**src/rtl/ring_code_monitor_pkg.sv**
```systemverilog
// Shared types and helpers for the one-hot ring code monitor.
// Helpers work on zero-extended codes so any ring width up to MAX_W can use them.
package ring_pkg;

  typedef enum logic [1:0] {
    HUNT,
    ACQUIRE,
    LOCKED
  } state_t;

  localparam int RING_WIDTH = 3;
  localparam int IDX_W      = $clog2(RING_WIDTH);
  localparam int MAX_W      = 32;

  function automatic logic is_onehot(input logic [MAX_W-1:0] code);
    return (code != '0) && ((code & (code - MAX_W'(1))) == '0);
  endfunction

  // Rotate left within the low w bits; bits above w come back as zero.
  function automatic logic [MAX_W-1:0] rotl(input logic [MAX_W-1:0] code,
                                            input int unsigned w);
    logic [MAX_W-1:0] mask;
    mask = (w >= MAX_W) ? '1 : ((MAX_W'(1) << w) - MAX_W'(1));
    return ((code << 1) | (code >> (w - 1))) & mask;
  endfunction

endpackage

```
**src/rtl/ring_code_monitor_if.sv**
```systemverilog
// Sample input and status outputs of the ring code monitor.
// The master drives the sampled code, the slave (monitor) drives everything else.
interface ring_code_monitor_if #(
  parameter int WIDTH     = 3,
  parameter int ERR_CNT_W = 8
);
  localparam int IW = $clog2(WIDTH);

  logic [WIDTH-1:0]     Ring_in;
  logic                 Ring_valid;
  logic [IW-1:0]        Index_out;
  logic                 Index_valid;
  logic                 Locked;
  logic                 Wrap_pulse;
  logic                 Code_err;
  logic                 Seq_err;
  logic [ERR_CNT_W-1:0] Err_count;

  modport master (
    output Ring_in, Ring_valid,
    input  Index_out, Index_valid, Locked, Wrap_pulse, Code_err, Seq_err, Err_count
  );

  modport slave (
    input  Ring_in, Ring_valid,
    output Index_out, Index_valid, Locked, Wrap_pulse, Code_err, Seq_err, Err_count
  );
endinterface

```
**src/rtl/ring_code_monitor_decode.sv**
```systemverilog
// Combinational one-hot decoder: legality flag plus bit position of the set bit.
// For illegal codes the index is don't-care and is never registered.
module ring_onehot_decode
  import ring_pkg::*;
#(
  parameter  int WIDTH = RING_WIDTH,
  localparam int IW    = $clog2(WIDTH)
) (
  input  logic [WIDTH-1:0] code,
  output logic             legal,
  output logic [IW-1:0]    index
);

  always_comb begin
    legal = is_onehot(MAX_W'(code));
    index = '0;
    for (int i = 0; i < WIDTH; i++) begin
      if (code[i]) index = IW'(i);
    end
  end

endmodule

```
**src/rtl/ring_code_monitor.sv**
```systemverilog
// Receive-side checker for a rotate-left one-hot ring code: decodes, locks onto
// the rotation, and flags/counts illegal codes and out-of-order samples.
module ring_code_monitor
  import ring_pkg::*;
#(
  parameter int WIDTH     = RING_WIDTH,
  parameter int LOCK_CNT  = 2,
  parameter int ERR_CNT_W = 8
) (
  input  logic               Clock,
  input  logic               Reset,
  ring_code_monitor_if.slave bus
);

  localparam int IW = $clog2(WIDTH);
  localparam int CW = $clog2(LOCK_CNT + 1);

  state_t           state_q, state_d;
  logic [CW-1:0]    match_q, match_d;
  logic [WIDTH-1:0] ref_q, ref_d, expected;
  logic             legal;
  logic [IW-1:0]    index;
  logic             iv_d, wrap_d, cerr_d, serr_d;

  ring_onehot_decode #(.WIDTH(WIDTH)) u_decode (
    .code  (bus.Ring_in),
    .legal (legal),
    .index (index)
  );

  assign expected = WIDTH'(rotl(MAX_W'(ref_q), WIDTH));

  always_comb begin
    state_d = state_q;
    match_d = match_q;
    ref_d   = ref_q;
    iv_d    = 1'b0;
    wrap_d  = 1'b0;
    cerr_d  = 1'b0;
    serr_d  = 1'b0;
    if (bus.Ring_valid) begin
      if (!legal) begin
        state_d = HUNT;
        match_d = '0;
        cerr_d  = 1'b1;
      end else begin
        ref_d = bus.Ring_in;
        iv_d  = 1'b1;
        unique case (state_q)
          HUNT: begin
            state_d = ACQUIRE;
            match_d = '0;
          end
          ACQUIRE: begin
            if (bus.Ring_in == expected) begin
              match_d = match_q + CW'(1);
              if (match_q + CW'(1) == CW'(LOCK_CNT)) state_d = LOCKED;
            end else begin
              match_d = '0;
              serr_d  = 1'b1;
            end
          end
          LOCKED: begin
            if (bus.Ring_in == expected) begin
              wrap_d = ref_q[WIDTH-1] & bus.Ring_in[0];
            end else begin
              state_d = ACQUIRE;
              match_d = '0;
              serr_d  = 1'b1;
            end
          end
          default: state_d = HUNT;
        endcase
      end
    end
  end

  always_ff @(posedge Clock) begin
    if (Reset) begin
      state_q         <= HUNT;
      match_q         <= '0;
      ref_q           <= '0;
      bus.Index_out   <= '0;
      bus.Index_valid <= 1'b0;
      bus.Locked      <= 1'b0;
      bus.Wrap_pulse  <= 1'b0;
      bus.Code_err    <= 1'b0;
      bus.Seq_err     <= 1'b0;
      bus.Err_count   <= '0;
    end else begin
      state_q         <= state_d;
      match_q         <= match_d;
      ref_q           <= ref_d;
      bus.Index_valid <= iv_d;
      bus.Locked      <= (state_d == LOCKED);
      bus.Wrap_pulse  <= wrap_d;
      bus.Code_err    <= cerr_d;
      bus.Seq_err     <= serr_d;
      if (iv_d) bus.Index_out <= index;
      // Counter sticks at all ones until the next reset.
      if ((cerr_d || serr_d) && (bus.Err_count != '1))
        bus.Err_count <= bus.Err_count + ERR_CNT_W'(1);
    end
  end

endmodule

```
**src/flat_wrapper.sv**
```systemverilog
// flat-port wrapper written by rule: the top's interface ports become plain ports
module ring_code_monitor_flat import ring_pkg::*;
#(
  parameter int WIDTH     = RING_WIDTH,
  parameter int LOCK_CNT  = 2,
  parameter int ERR_CNT_W = 8
)
  (Clock, Reset, bus_Ring_in, bus_Ring_valid, bus_Index_out, bus_Index_valid, bus_Locked, bus_Wrap_pulse, bus_Code_err, bus_Seq_err, bus_Err_count);
  ring_code_monitor_if #(.WIDTH(WIDTH), .ERR_CNT_W(ERR_CNT_W)) bus_i ();
  input  logic Clock;
  input  logic Reset;
  input wire logic [$bits(bus_i.Ring_in)-1:0] bus_Ring_in;
  input wire logic [$bits(bus_i.Ring_valid)-1:0] bus_Ring_valid;
  output wire logic [$bits(bus_i.Index_out)-1:0] bus_Index_out;
  output wire logic [$bits(bus_i.Index_valid)-1:0] bus_Index_valid;
  output wire logic [$bits(bus_i.Locked)-1:0] bus_Locked;
  output wire logic [$bits(bus_i.Wrap_pulse)-1:0] bus_Wrap_pulse;
  output wire logic [$bits(bus_i.Code_err)-1:0] bus_Code_err;
  output wire logic [$bits(bus_i.Seq_err)-1:0] bus_Seq_err;
  output wire logic [$bits(bus_i.Err_count)-1:0] bus_Err_count;
  assign bus_i.Ring_in = bus_Ring_in;
  assign bus_i.Ring_valid = bus_Ring_valid;
  assign bus_Index_out = bus_i.Index_out;
  assign bus_Index_valid = bus_i.Index_valid;
  assign bus_Locked = bus_i.Locked;
  assign bus_Wrap_pulse = bus_i.Wrap_pulse;
  assign bus_Code_err = bus_i.Code_err;
  assign bus_Seq_err = bus_i.Seq_err;
  assign bus_Err_count = bus_i.Err_count;
  ring_code_monitor #(.WIDTH(WIDTH), .LOCK_CNT(LOCK_CNT), .ERR_CNT_W(ERR_CNT_W)) u_core (.Clock(Clock), .Reset(Reset), .bus(bus_i));
endmodule
```
**config.mk**
```make
export PLATFORM = sky130hd
export DESIGN_NAME = ring_code_monitor_flat
export DESIGN_NICKNAME = d
export VERILOG_FILES = /design/src/rtl/ring_code_monitor_pkg.sv /design/src/rtl/ring_code_monitor_if.sv /design/src/rtl/ring_code_monitor_decode.sv /design/src/rtl/ring_code_monitor.sv /design/src/flat_wrapper.sv
export SDC_FILE = /design/constraint.sdc
export NUM_CORES = 1
export LEC_CHECK = 0
export ABC_AREA = 1
export CORE_MARGIN = 3
export CORE_UTILIZATION = 50
export CTS_CLUSTER_SIZE = 24
export DETAILED_ROUTE_END_ITERATION = 16
export GPL_TIMING_DRIVEN = 1
export PLACE_DENSITY = 0.77
export SLEW_MARGIN = 30
export SYNTH_ARGS = -nofsm -noshare
export SYNTH_HDL_FRONTEND = slang
export SYNTH_SLANG_ARGS = --single-unit
```
**constraint.sdc**
```tcl
create_clock -name Clock -period 2.7 [get_ports Clock]
set_clock_uncertainty 0.2 [all_clocks]
set_input_delay 0.27 -clock Clock [delete_from_list [all_inputs] [get_ports Clock]]
set_output_delay 0.27 -clock Clock [all_outputs]
set_load 0.01 [all_outputs]
```
# Word level (Yosys, flattened, before mapping)
# Cells that the tools add are included.
[word_totals]
in_bits = 6
regBits = 22
[op_classes]
n_eq_ne = 8
add_sub_neg = 3
n_reduce_logical = 10
n_bitwise = 7
muxes = 20
[ops]
columns = ["cell", "count"]
rows = [
  ["3-bit by 32-bit AND with 32-bit output", 1],
  ["32-bit logical NOT", 1],
  ["2-bit 2-to-1 mux", 9],
  ["2-bit case mux with 3 select lines", 2],
  ["1-bit 2-to-1 mux", 9],
  ["8-bit by 1-bit adder with 8-bit output, second input constant", 1],
  ["8-bit != test, second input constant", 1],
  ["2-bit == test, second input constant", 3],
  ["5-bit OR reduction", 1],
  ["4-bit != test, second input constant", 1],
  ["1-bit NOT", 4],
  ["3-bit by 1-bit subtractor with 4-bit output, second input constant", 1],
  ["3-bit == test", 1],
  ["3-bit != test, second input constant", 1],
  ["3-bit by 1-bit bitwise OR with 3-bit output", 1],
  ["3-bit AND reduction", 1],
  ["3-bit nonzero test", 1],
  ["2-bit by 1-bit adder with 2-bit output, second input constant", 1],
  ["2-bit by 1-bit == test with 1-bit output, second input constant", 1],
  ["1-bit logical AND", 2],
  ["2-bit logical NOT", 1],
  ["2-bit AND reduction", 1],
  ["2-bit OR reduction", 1],
  ["1-bit AND", 1],
  ["1-bit logical OR", 1],
]

# Logic depth before layout (Yosys ltp)
# Gate-level depths: netlist of run 1.
[logic_depth]
word_depth = 8
depth_mapped = 10

# Hierarchy
# From an unflattened synthesis of run 1, not the netlist that was laid out.
[unflattened]
cells_unflattened = 169
hier_area_um2 = 1197.4
[by_module_without_submodules]
columns = ["mod", "area_each_um2", "cells_per_inst", "instances"]
rows = [
  ["ring_code_monitor", 1161.1, 161, 1],
  ["ring_onehot_decode", 36.3, 8, 1],
]

# Worst setup path after synthesis of run 1
# No wires, ideal clock.
[synth_path]
kind = "reg2reg"
startpoint = "reg u_core.bus.Err_count[0]"
endpoint = "reg u_core.bus.Err_count[4]"
path_buffers = 0
t_arrival_ps = 1309
stages_incl_launch_ff = 9
setup_slack_ps = 1124
period_less_slack_ps = 1576
path_cell_list = "dfxtp_1 ha_1 nand2_1 inv_1 nand3_1 nand2_1 a21oi_4 nand2_1 a21oi_2"
[synth_between]
elab_chain_len = 2
elab_cells_between_ends = 3
cone_classes = "add/sub: 1; eq/ne: 1; reduce/logical: 1"
[synth_rtl]
columns = ["item", "line", "source"]
rows = [
  ["start: declaration", "ring_code_monitor_if.sv:26", "output Index_out, Index_valid, Locked, Wrap_pulse, Code_err, Seq_err, Err_count"],
  ["start signal: assignment", "ring_code_monitor.sv:102", "bus.Err_count <= bus.Err_count + ERR_CNT_W'(1);"],
  ["branches (longest 2 deep; another with 8-bit by 1-bit adder with 8-bit output)", "-", ""],
]
# Several ways; the timed one is not identified.
# A chain may end at the register's enable or synchronous reset.

# Worst setup path in the final report of run 1
[layout_path]
startpoint = "in bus_Ring_in[0]"
endpoint = "reg u_core.match_q[0]"
[layout_between]
elab_chain_len = 6
elab_cells_between_ends = 12
cone_classes = "add/sub: 1; eq/ne: 3; mux: 3; bitwise: 1; reduce/logical: 4"
[layout_rtl]
columns = ["item", "line", "source"]
rows = [
  ["start: declaration", "flat_wrapper.sv:12", "input wire logic [$bits(bus_i.Ring_in)-1:0] bus_Ring_in;"],
  ["3-bit by 1-bit subtractor with 4-bit output", "ring_code_monitor_pkg.sv:16", "return (code != '0) && ((code & (code - MAX_W'(1))) == '0);"],
  ["3-bit by 32-bit AND with 32-bit output", "ring_code_monitor_pkg.sv:16", ""],
  ["32-bit logical NOT", "ring_code_monitor_pkg.sv:16", ""],
  ["1-bit logical AND", "ring_code_monitor_pkg.sv:16", ""],
  ["4-bit != test (no source line) / 3-bit != test (equally long branches)", "-", ""],
  ["3-bit AND reduction (no source line)", "-", ""],
  ["end signal: assignment", "ring_code_monitor.sv:92", "match_q <= match_d;"],
  ["end: declaration", "ring_code_monitor.sv:19", "logic [CW-1:0] match_q, match_d;"],
]
# Several ways; a longest one is shown, not always the timed one.

==> results of run 1 <==
## metal layers
metal / up-vias / wire length (um) / share of wire [%]
li1: 547 / - / -
met1: 459 / 1100 / 46
met2: 21 / 1160 / 49
met3: 4 / 81 / 3.4
met4: 0 / 35 / 1.5
met5: - / 0 / 0
## worst paths after layout
kind	from	to	slack, ns	cells past startpoint
worst min-delay path	u_core.bus.Index_out[0]$_SDFFE_PP0P_	u_core.bus.Index_out[0]$_SDFFE_PP0P_	0.27	2
worst max-delay path	bus_Ring_in[0]	u_core.match_q[0]$_SDFFE_PP0P_	0.88	10
worst max register to register	u_core.state_q[1]$_SDFF_PP0_	u_core.match_q[0]$_SDFFE_PP0P_	0.97	8
worst min register to register	u_core.bus.Index_out[0]$_SDFFE_PP0P_	u_core.bus.Index_out[0]$_SDFFE_PP0P_	0.27	2
## power breakdown
group / leakage [uW] / internal [uW] / switching (uW)
registers: 0.000171 / 322 / 8.93
clock network: 0.0000150 / 57.6 / 94.0
logic: 0.000433 / 45.7 / 65.8
total: 0.000619 / 425 / 169
## layout make-up
| class | count | area, sq um |
|---|---|---|
| clock buffer | 4 | 26.3 |
| fill | 180 | 662 |
| inverter | 22 | 82.6 |
| multi-input combinational | 116 | 637 |
| sequential | 21 | 420 |
| tap | 27 | 33.8 |
| timing repair buffer | 20 | 200 |
## sequential cells by signal, summed over array words and instances, names as in the netlist
register and cells:
u_core.bus.Err_count 8, u_core.bus.Index_out 2, u_core.bus.Code_err 1, u_core.bus.Locked 1, u_core.match_q 2, u_core.ref_q 2, u_core.bus.Wrap_pulse 1, u_core.bus.Seq_err 1
u_core.state_q 2, u_core.bus.Index_valid 1
## through the flow
| stage | util (%) | worst slack, ns | instance area, sq um |
|---|---|---|---|
| 3_3_place_gp | 66.6 | 0.634 | 1370 |
| 4_1_cts | 67.9 | 0.890 | 1400 |
| 6_report | 67.9 | 0.877 | 1400 |
| 2_1_floorplan | - | 1.12 | 1150 |
| 5_1_grt | 67.9 | 0.736 | 1400 |
| 3_5_place_dp | 66.6 | 0.564 | 1370 |
## cells in the mapped netlist
| cell type | instances |
|---|---|
| nand2_1 | 45 |
| dfxtp_1 | 21 |
| inv_1 | 19 |
| nor2_1 | 19 |
| a21oi_1 | 12 |
| ha_1 | 7 |
| nand2_2 | 5 |
| nand3_1 | 5 |
| o21ai_0 | 5 |
| xor2_1 | 5 |
| inv_2 | 3 |
| nand4_1 | 3 |
| nand3b_1 | 2 |
| nor2_4 | 2 |
| a21oi_2 | 1 |
| a21oi_4 | 1 |
| buf_4 | 1 |
| clkbuf_1 | 1 |
| nand2_4 | 1 |
| nand3_4 | 1 |
| nor3_1 | 1 |
| xnor2_1 | 1 |
## worst reg2reg max path, delay by kind of cell, from the launching register on
family	cells	cell delay [ns]
adders and majority gates	1	0.32
buffers and inverters	1	0.11
and+or+nand+nor	4	0.31
DFF	1	0.44
AOI/OAI and AO/OA	2	0.25
## cells by family after synthesis
kind of cell / count (synthesis) / synth area share [%]
and+or+nand+nor: 84 / 33.6
xor gates and xnor gates: 6 / 4.57
adders and majority gates: 7 / 7.61
buffers and inverters: 24 / 8.15
DFF: 21 / 36.5
AOI/OAI and AO/OA: 19 / 9.57
==> run_results.csv, run 1 <==
group,metric,value,unit
sta,finalMaxSlewViolations,0,
sta,hold_violations,0,
clocking,clock_latency,0.30,ns
global_routing,busiest_layer,"met2",
clocking,cts_tree,"built",
setup_path,path_buf_inv,2,
floorplanning,start_util,55.8,%
clocking,clkSinkCount,21,
power_and_ir_drop,pwr_density_cell,424,nW/um^2
yosys,yosysTopAreaCell,"dfxtp_1",
floorplanning,dieArea,2910,sq um
global_routing,overflow,0,
finish,areaGrowthSynthToFinish,21.6,%
clocking,cts_root_buf,"clkbuf_4",
detailed_routing,drt-wirelength-per-cell,11.3,um
yosys,synth_seq_cells,21,
clocking,postCtsSetupBuffers,0,
finish,final_cell_count_no_fill,210,
setup_path,worstSetupPathType,"input port to register",
clocking,clk_path_buf_depth,2,
place,port_buffers,20,
finish,final_common_cell,"nand2_1",
sta,finalCritPeriodShare,67.5,%
sta,rsz0062_at_grt,"no",
global_routing,grt_pass1_vias,1026,
clocking,cts-resized-gates,0,
place,dpl.hpwl,1880,um
setup_path,crit_arrival,1.82,ns
place,dp_cells,206,
sta,fin_tns_setup,0,ns
setup_path,cp_top_family,"buffers and inverters",
setup_path,cp_cell_sequence,"clkdlybuf4s50_1, ha_1, inv_1, nand2_2, nor2_4, nand3_1, nand2_1, nand2_1, o21ai_0, a21oi_1",
global_routing,track_usage,19.4,%
yosys,ys_types,22,
finish,nets,197,
detailed_routing,avgViaCountPerCell,4.91,
min_path,hold_class,"register to register",
sta,tightest_slew,0.414,ns
yosys,synth.avg_cell_area,7.15,sq um
global_routing,grt_first_pass_wirelength,4130,um
global_routing,antenna_found_initial,0,
run,maxCapViolations,0,
power_and_ir_drop,p_total,594,uW
finish,drive_gt1_share,9.29,%
detailed_routing,final_antenna_net_count,0,
setup_path,startpoint_type,"input port",
detailed_routing,first_pass_iters,4,
power_and_ir_drop,leakagePower,0.000619,uW
yosys,yosys_warnings,0,
yosys,synth_area_leaders,"dfxtp_1, nand2_1, ha_1",
clocking,clk_pin_slew_worst_paths,0.11,ns
detailed_routing,routed-via-count,1031,
setup_path,crit_slowest_cell,"clkdlybuf4s50_1",
floorplanning,coreArea,2060,sq um
place,routabilityCongestion,0.867,
global_routing,grt_start_max_net_pins,12,
setup_path,cp_common_cell,"nand2_1",
clocking,cts_max_level,1,
sta,fin_crit,1.82,ns
detailed_routing,wl,2380,um
status,status,"completed",
clocking,numCtsBuffers,3,
floorplanning,fp-row-count,16,
sta,max_freq,0.549,GHz
clocking,ctsHoldBuffers,0,
yosys,yosysSeqAreaShare,36.5,%
finish,diodes,0,
setup_path,critPathCaptureType,"register",
yosys,synth_top_area_share,36.5,%
floorplanning,chipHeight,54.0,um
yosys,synth_nets,174,
sta,relSlewSlack,72.3,%
power_and_ir_drop,ir_drop,361,uV
sta,whs,0.269,ns
yosys,syn_inst,161,
global_routing,met3_usage,4.99,%
setup_path,required,2.70,ns
finish,mostFrequentLayoutCells,"nand2_1, dfxtp_1, clkdlybuf4s50_1, inv_1, nor2_1",
setup_path,slowest_delay,0.53,ns
detailed_routing,drtIter0Drc,13,
global_routing,grtUsageMet2,33.5,%
yosys,synth_area,1150,sq um
floorplanning,pin_count,21,
setup_path,critPathMaxFanout,5,
global_routing,gr-usage-met1,23.3,%
floorplanning,die_w,54.0,um
detailed_routing,post-route-drc-count,0,
sta,setup_viol,0,
No activity file was read; power rests on OpenSTA's default activity.
==> run 2: changes to the inputs <==
==> constraint.sdc (replaced) <==
create_clock -name Clock -period 1.9 [get_ports Clock]
set_clock_uncertainty 0.2 [all_clocks]
set_input_delay 0.19 -clock Clock [delete_from_list [all_inputs] [get_ports Clock]]
set_output_delay 0.19 -clock Clock [all_outputs]
set_load 0.01 [all_outputs]
==> run 2 against run 1 <==
Die area unchanged. Total power up 42%. Setup slack worse by 0.68 ns.
==> run_results.csv, run 2 (synthesis results as in run 1) <==
group,metric,value,unit
global_routing,grt_first_pass_wirelength,4140,um
clocking,ctsHoldBuffers,0,
detailed_routing,routed-via-count,1067,
finish,top_register,"u_core.bus.Err_count",
setup_path,startpoint_type,"register",
clocking,clk_path_buf_depth,2,
clocking,cts_root_buf,"clkbuf_4",
finish,final_common_cell,"nand2_1",
sta,hold_violations,0,
sta,relSlewSlack,83.5,%
place,port_buffers,20,
finish,multiInputGateArea,642,sq um
min_path,hold_class,"input port to register",
detailed_routing,drtIter0Drc,17,
floorplanning,die_w,54.0,um
setup_path,crit_arrival,1.74,ns
finish,drive_gt1_share,12.3,%
global_routing,grt_pass1_vias,1012,
clocking,clkSinkCount,21,
clocking,clock_latency,0.30,ns
sta,setup_viol,0,
detailed_routing,avgViaCountPerCell,4.99,
setup_path,critPathCaptureType,"register",
sta,finalMaxSlewViolations,0,
clocking,cts_max_level,1,
finish,nets,201,
power_and_ir_drop,pwr_density_cell,587,nW/um^2
finish,ff_latch_area,422,sq um
finish,fill_cells,171,
place,dpl.hpwl,1790,um
status,status,"completed",
run,maxCapViolations,0,
detailed_routing,final_antenna_net_count,0,
clocking,numCtsBuffers,3,
sta,tightest_slew,0.247,ns
finish,mostFrequentLayoutCells,"nand2_1, dfxtp_1, inv_1, nor2_1, clkdlybuf4s50_1",
floorplanning,start_util,55.8,%
sta,fin_crit,1.70,ns
sta,max_freq,0.588,GHz
detailed_routing,post-route-drc-count,0,
sta,rsz0062_at_grt,"no",
sta,whs,0.0792,ns
finish,diodes,0,
clocking,cts_tree,"built",
clocking,postCtsSetupBuffers,0,
place,dp_cells,210,
floorplanning,chipHeight,54.0,um
place,routabilityCongestion,0.924,
sta,fin_ws,0.198,ns
detailed_routing,first_pass_iters,4,
floorplanning,dieArea,2910,sq um
finish,final_cell_count_no_fill,214,
detailed_routing,drt-wirelength-per-cell,10.7,um
setup_path,worstSetupPathType,"register to register",
global_routing,overflow,0,
floorplanning,fp-row-count,16,
global_routing,track_usage,19.3,%
power_and_ir_drop,leakagePower,0.000647,uW
setup_path,critPathMaxFanout,8,
finish,areaGrowthSynthToFinish,25.0,%
global_routing,grt_start_max_net_pins,12,
floorplanning,pin_count,21,
sta,finalCritPeriodShare,89.6,%
floorplanning,coreArea,2060,sq um
finish,largest_reg_flops,8,
detailed_routing,wl,2300,um
place,dp_slack,-0.139,ns
clocking,clk_pin_slew_worst_paths,0.12,ns
global_routing,antenna_found_initial,0,
setup_path,required,1.93,ns
power_and_ir_drop,ir_drop,446,uV
[run 2: stage by stage]
step | instance area (sq um) | setup TNS, ns | power (uW) | utilization [%]
after floorplan | 1150 | 0 | 584 | -
after global placement | 1400 | -0.727 | 638 | 68.1
after detailed placement | 1400 | -1.41 | 643 | 68.1
after CTS | 1430 | 0 | 858 | 69.4
after global routing | 1440 | 0 | 898 | 69.8
final | 1440 | 0 | 844 | 69.8
[run 2: layout make-up]
cell class,instances,share of cell area [%]
Clock buffer,4,1.83
Multi-Input combinational cell,116,44.6
Timing Repair Buffer,24,16.2
Inverter,22,5.74
Tap cell,27,2.35
Sequential cell,21,29.3
[run 2: timing repair]
item                                    CTS  global route
endpoints found under the hold margin     0             0
endpoints found under the setup margin    0             4
resized for setup                         0             3
[run 2: power breakdown]
group / total (uW) / internal (uW) / switching [uW]
registers: 471 / 458 / 13.0
clock network: 211 / 81.8 / 129
logic: 163 / 68.5 / 94.2
total: 844 / 608 / 236
[run 2: worst max-delay path, stage by stage, from the launching register on]
cell and delay (ns):
dfxtp_1 0.34, ha_1 0.29, inv_1 0.07, nand2_2 0.06, nor2_4 0.13, nand2_2 0.08
nand2_2 0.10, nand2_2 0.07, nand3_4 0.10, nand2_1 0.07, a21oi_1 0.12
[run 2: worst paths after layout]
check | startpoint | endpoint | slack [ns] | depth (start not counted)
worst max-delay path | u_core.bus.Index_out[1]$_SDFFE_PP0P_ | u_core.bus.Err_count[6]$_SDFFE_PP0P_ | 0.20 | 10
worst min-delay path | bus_Ring_in[0] | u_core.ref_q[0]$_SDFFE_PP0P_ | 0.08 | 3
worst max register to register | u_core.bus.Index_out[1]$_SDFFE_PP0P_ | u_core.bus.Err_count[6]$_SDFFE_PP0P_ | 0.20 | 10
worst min register to register | u_core.bus.Index_out[0]$_SDFFE_PP0P_ | u_core.bus.Index_out[0]$_SDFFE_PP0P_ | 0.27 | 2
[run 2: layer usage]
metal | wire length (um) | GRT usage (%) | part of all wire, %
met1 | 1040 | 22.4 | 45
met2 | 1160 | 34.5 | 50
met3 | 69 | 3.05 | 3.0
met4 | 33 | 8.30 | 1.4
met5 | 0 | 0 | 0
==> run 3: changes to the inputs <==
--- a/config.mk
+++ b/config.mk
@@ -10,8 +10,8 @@
 export CORE_UTILIZATION = 50
 export CTS_CLUSTER_SIZE = 24
 export DETAILED_ROUTE_END_ITERATION = 16
+export DONT_BUFFER_PORTS = 1
 export GPL_TIMING_DRIVEN = 1
-export PLACE_DENSITY = 0.77
 export SLEW_MARGIN = 30
 export SYNTH_ARGS = -nofsm -noshare
 export SYNTH_HDL_FRONTEND = slang
==> run 3 against run 2 <==
Sequential cell count unchanged. Critical path type unchanged. First-iteration DRC count down 53%. Core utilization is 7.0 points lower. Global-route usage down 1.1 points. Largest power group unchanged. Highest routed layer unchanged. Combinational power fell by 16%. Sequential power barely moved. Setup slack lost 0.044 ns. Final cell count is 7.5% lower.
==> run_results.csv, run 3 (synthesis results as in run 1) <==
group,metric,value,unit
status,status,"completed",
detailed_routing,post-route-drc-count,0,
power_and_ir_drop,ir_drop,423,uV
sta,tightest_slew,0.471,ns
setup_path,startpoint_type,"register",
detailed_routing,final_antenna_net_count,0,
finish,nets,185,
clocking,cts_max_level,1,
sta,fin_tns_setup,0,ns
sta,fin_crit,1.75,ns
finish,final_common_cell,"nand2_1",
finish,final_cell_count_no_fill,198,
min_path,hp-start,"bus_Ring_valid",
min_path,hold_class,"input port to register",
clocking,postCtsSetupBuffers,0,
place,port_buffers,0,
detailed_routing,first_pass_iters,4,
global_routing,gr-usage-met1,22.0,%
place,dpl.hpwl,1730,um
detailed_routing,routed-via-count,983,
place,routabilityCongestion,0.732,
clocking,clk_pin_slew_worst_paths,0.12,ns
detailed_routing,wl,2200,um
power_and_ir_drop,leakagePower,0.000599,uW
floorplanning,pin_count,21,
global_routing,busiest_layer,"met2",
clocking,clk_path_buf_depth,2,
run,maxCapViolations,0,
sta,hold_violations,0,
floorplanning,coreArea,2060,sq um
global_routing,overflow,0,
clocking,clock_latency,0.30,ns
finish,drive_gt1_share,14.6,%
global_routing,antenna_found_initial,0,
setup_path,worstSetupPathType,"register to register",
finish,largest_reg_flops,8,
sta,finalCritPeriodShare,91.9,%
global_routing,grt_first_pass_wirelength,3910,um
global_routing,grt_start_max_net_pins,13,
floorplanning,dieArea,2910,sq um
setup_path,critPathMaxFanout,8,
sta,max_freq,0.573,GHz
clocking,cts_root_buf,"clkbuf_4",
detailed_routing,drtIter0Drc,8,
setup_path,crit_arrival,1.79,ns
global_routing,track_usage,18.2,%
global_routing,met3_usage,3.60,%
finish,areaGrowthSynthToFinish,12.4,%
power_and_ir_drop,p_total,823,uW
detailed_routing,drt-wirelength-per-cell,11.1,um
sta,finalMaxSlewViolations,0,
place,dp_cells,189,
power_and_ir_drop,pwr_density_cell,636,nW/um^2
detailed_routing,avgViaCountPerCell,4.96,
clocking,numCtsBuffers,3,
global_routing,grtUsageMet2,30.8,%
floorplanning,start_util,55.8,%
sta,rsz0062_at_grt,"no",
sta,relSlewSlack,68.5,%
floorplanning,chipHeight,54.0,um
setup_path,critPathCaptureType,"register",
sta,whs,0.0209,ns
sta,setup_viol,0,
setup_path,startpoint,"u_core.bus.Err_count[0]$_SDFFE_PP0P_",
setup_path,reg2reg_from,"u_core.bus.Err_count[0]$_SDFFE_PP0P_",
global_routing,grt_pass1_vias,993,
finish,diodes,0,
finish,top_register,"u_core.bus.Err_count",
floorplanning,fp-row-count,16,
floorplanning,die_w,54.0,um
finish,mostFrequentLayoutCells,"nand2_1, dfxtp_1, inv_1, nor2_1, a21oi_1",
clocking,cts_tree,"built",
setup_path,required,1.94,ns
clocking,clkSinkCount,21,
==> run 3: stage by stage <==
| stage | util (%) | instance area [sq um] | worst slack [ns] |
|---|---|---|---|
| 2_1_floorplan | - | 1150 | 0.324 |
| 3_3_place_gp | 58.0 | 1200 | 0.222 |
| 3_5_place_dp | 58.0 | 1200 | 0.182 |
| 4_1_cts | 61.8 | 1270 | 0.0884 |
| 5_1_grt | 62.7 | 1290 | 0.0122 |
| 6_report | 62.7 | 1290 | 0.154 |
==> run 3: worst paths after layout <==
path         slack [ns]  cells after the start                              endpoint
max                0.15                      8  u_core.bus.Err_count[6]$_SDFFE_PP0P_
min                0.02                      4          u_core.state_q[0]$_SDFF_PP0_
max reg2reg        0.15                      8  u_core.bus.Err_count[6]$_SDFFE_PP0P_
min reg2reg        0.29                      2          u_core.ref_q[1]$_SDFFE_PP0P_
==> run 3: timing repair <==
item	in CTS	in global routing
endpoints found under the hold margin	21	0
gates resized for setup	0	6
setup endpoints to repair	0	9
hold buffers	5	0
==> run 3: power by group <==
group          switching (uW)  leakage [uW]  internal [uW]
Sequential               16.9      0.000171            457
Combinational            86.2      0.000410           51.3
Clock                     134     0.0000177           78.3
Total                     237      0.000599            587
==> run 3: cell type report <==
cell class,instances,area (sq um)
clock inverter,1,5.00
tap,27,33.8
sequential,21,420
fill,190,768
inverter,22,82.6
clock buffer,3,22.5
timing repair buffer,8,75.1
multi-input combinational,116,654
==> run 3: worst max-delay path: stages, from the launching register on <==
cell and delay [ns]:
dfxtp_1 0.39, ha_1 0.25, nand2_1 0.09, inv_1 0.06
nand3_1 0.13, nand2_1 0.10, a21oi_4 0.23, nand2_1 0.10
a21oi_2 0.14
==> run 3: metal layers <==
layer	part of all wire, %	routed length (um)	vias to the layer above
met5	0	0	-
met4	0.59	13	0
met3	3.7	82	2
met2	49	1070	13
met1	47	1030	445
li1	-	-	523
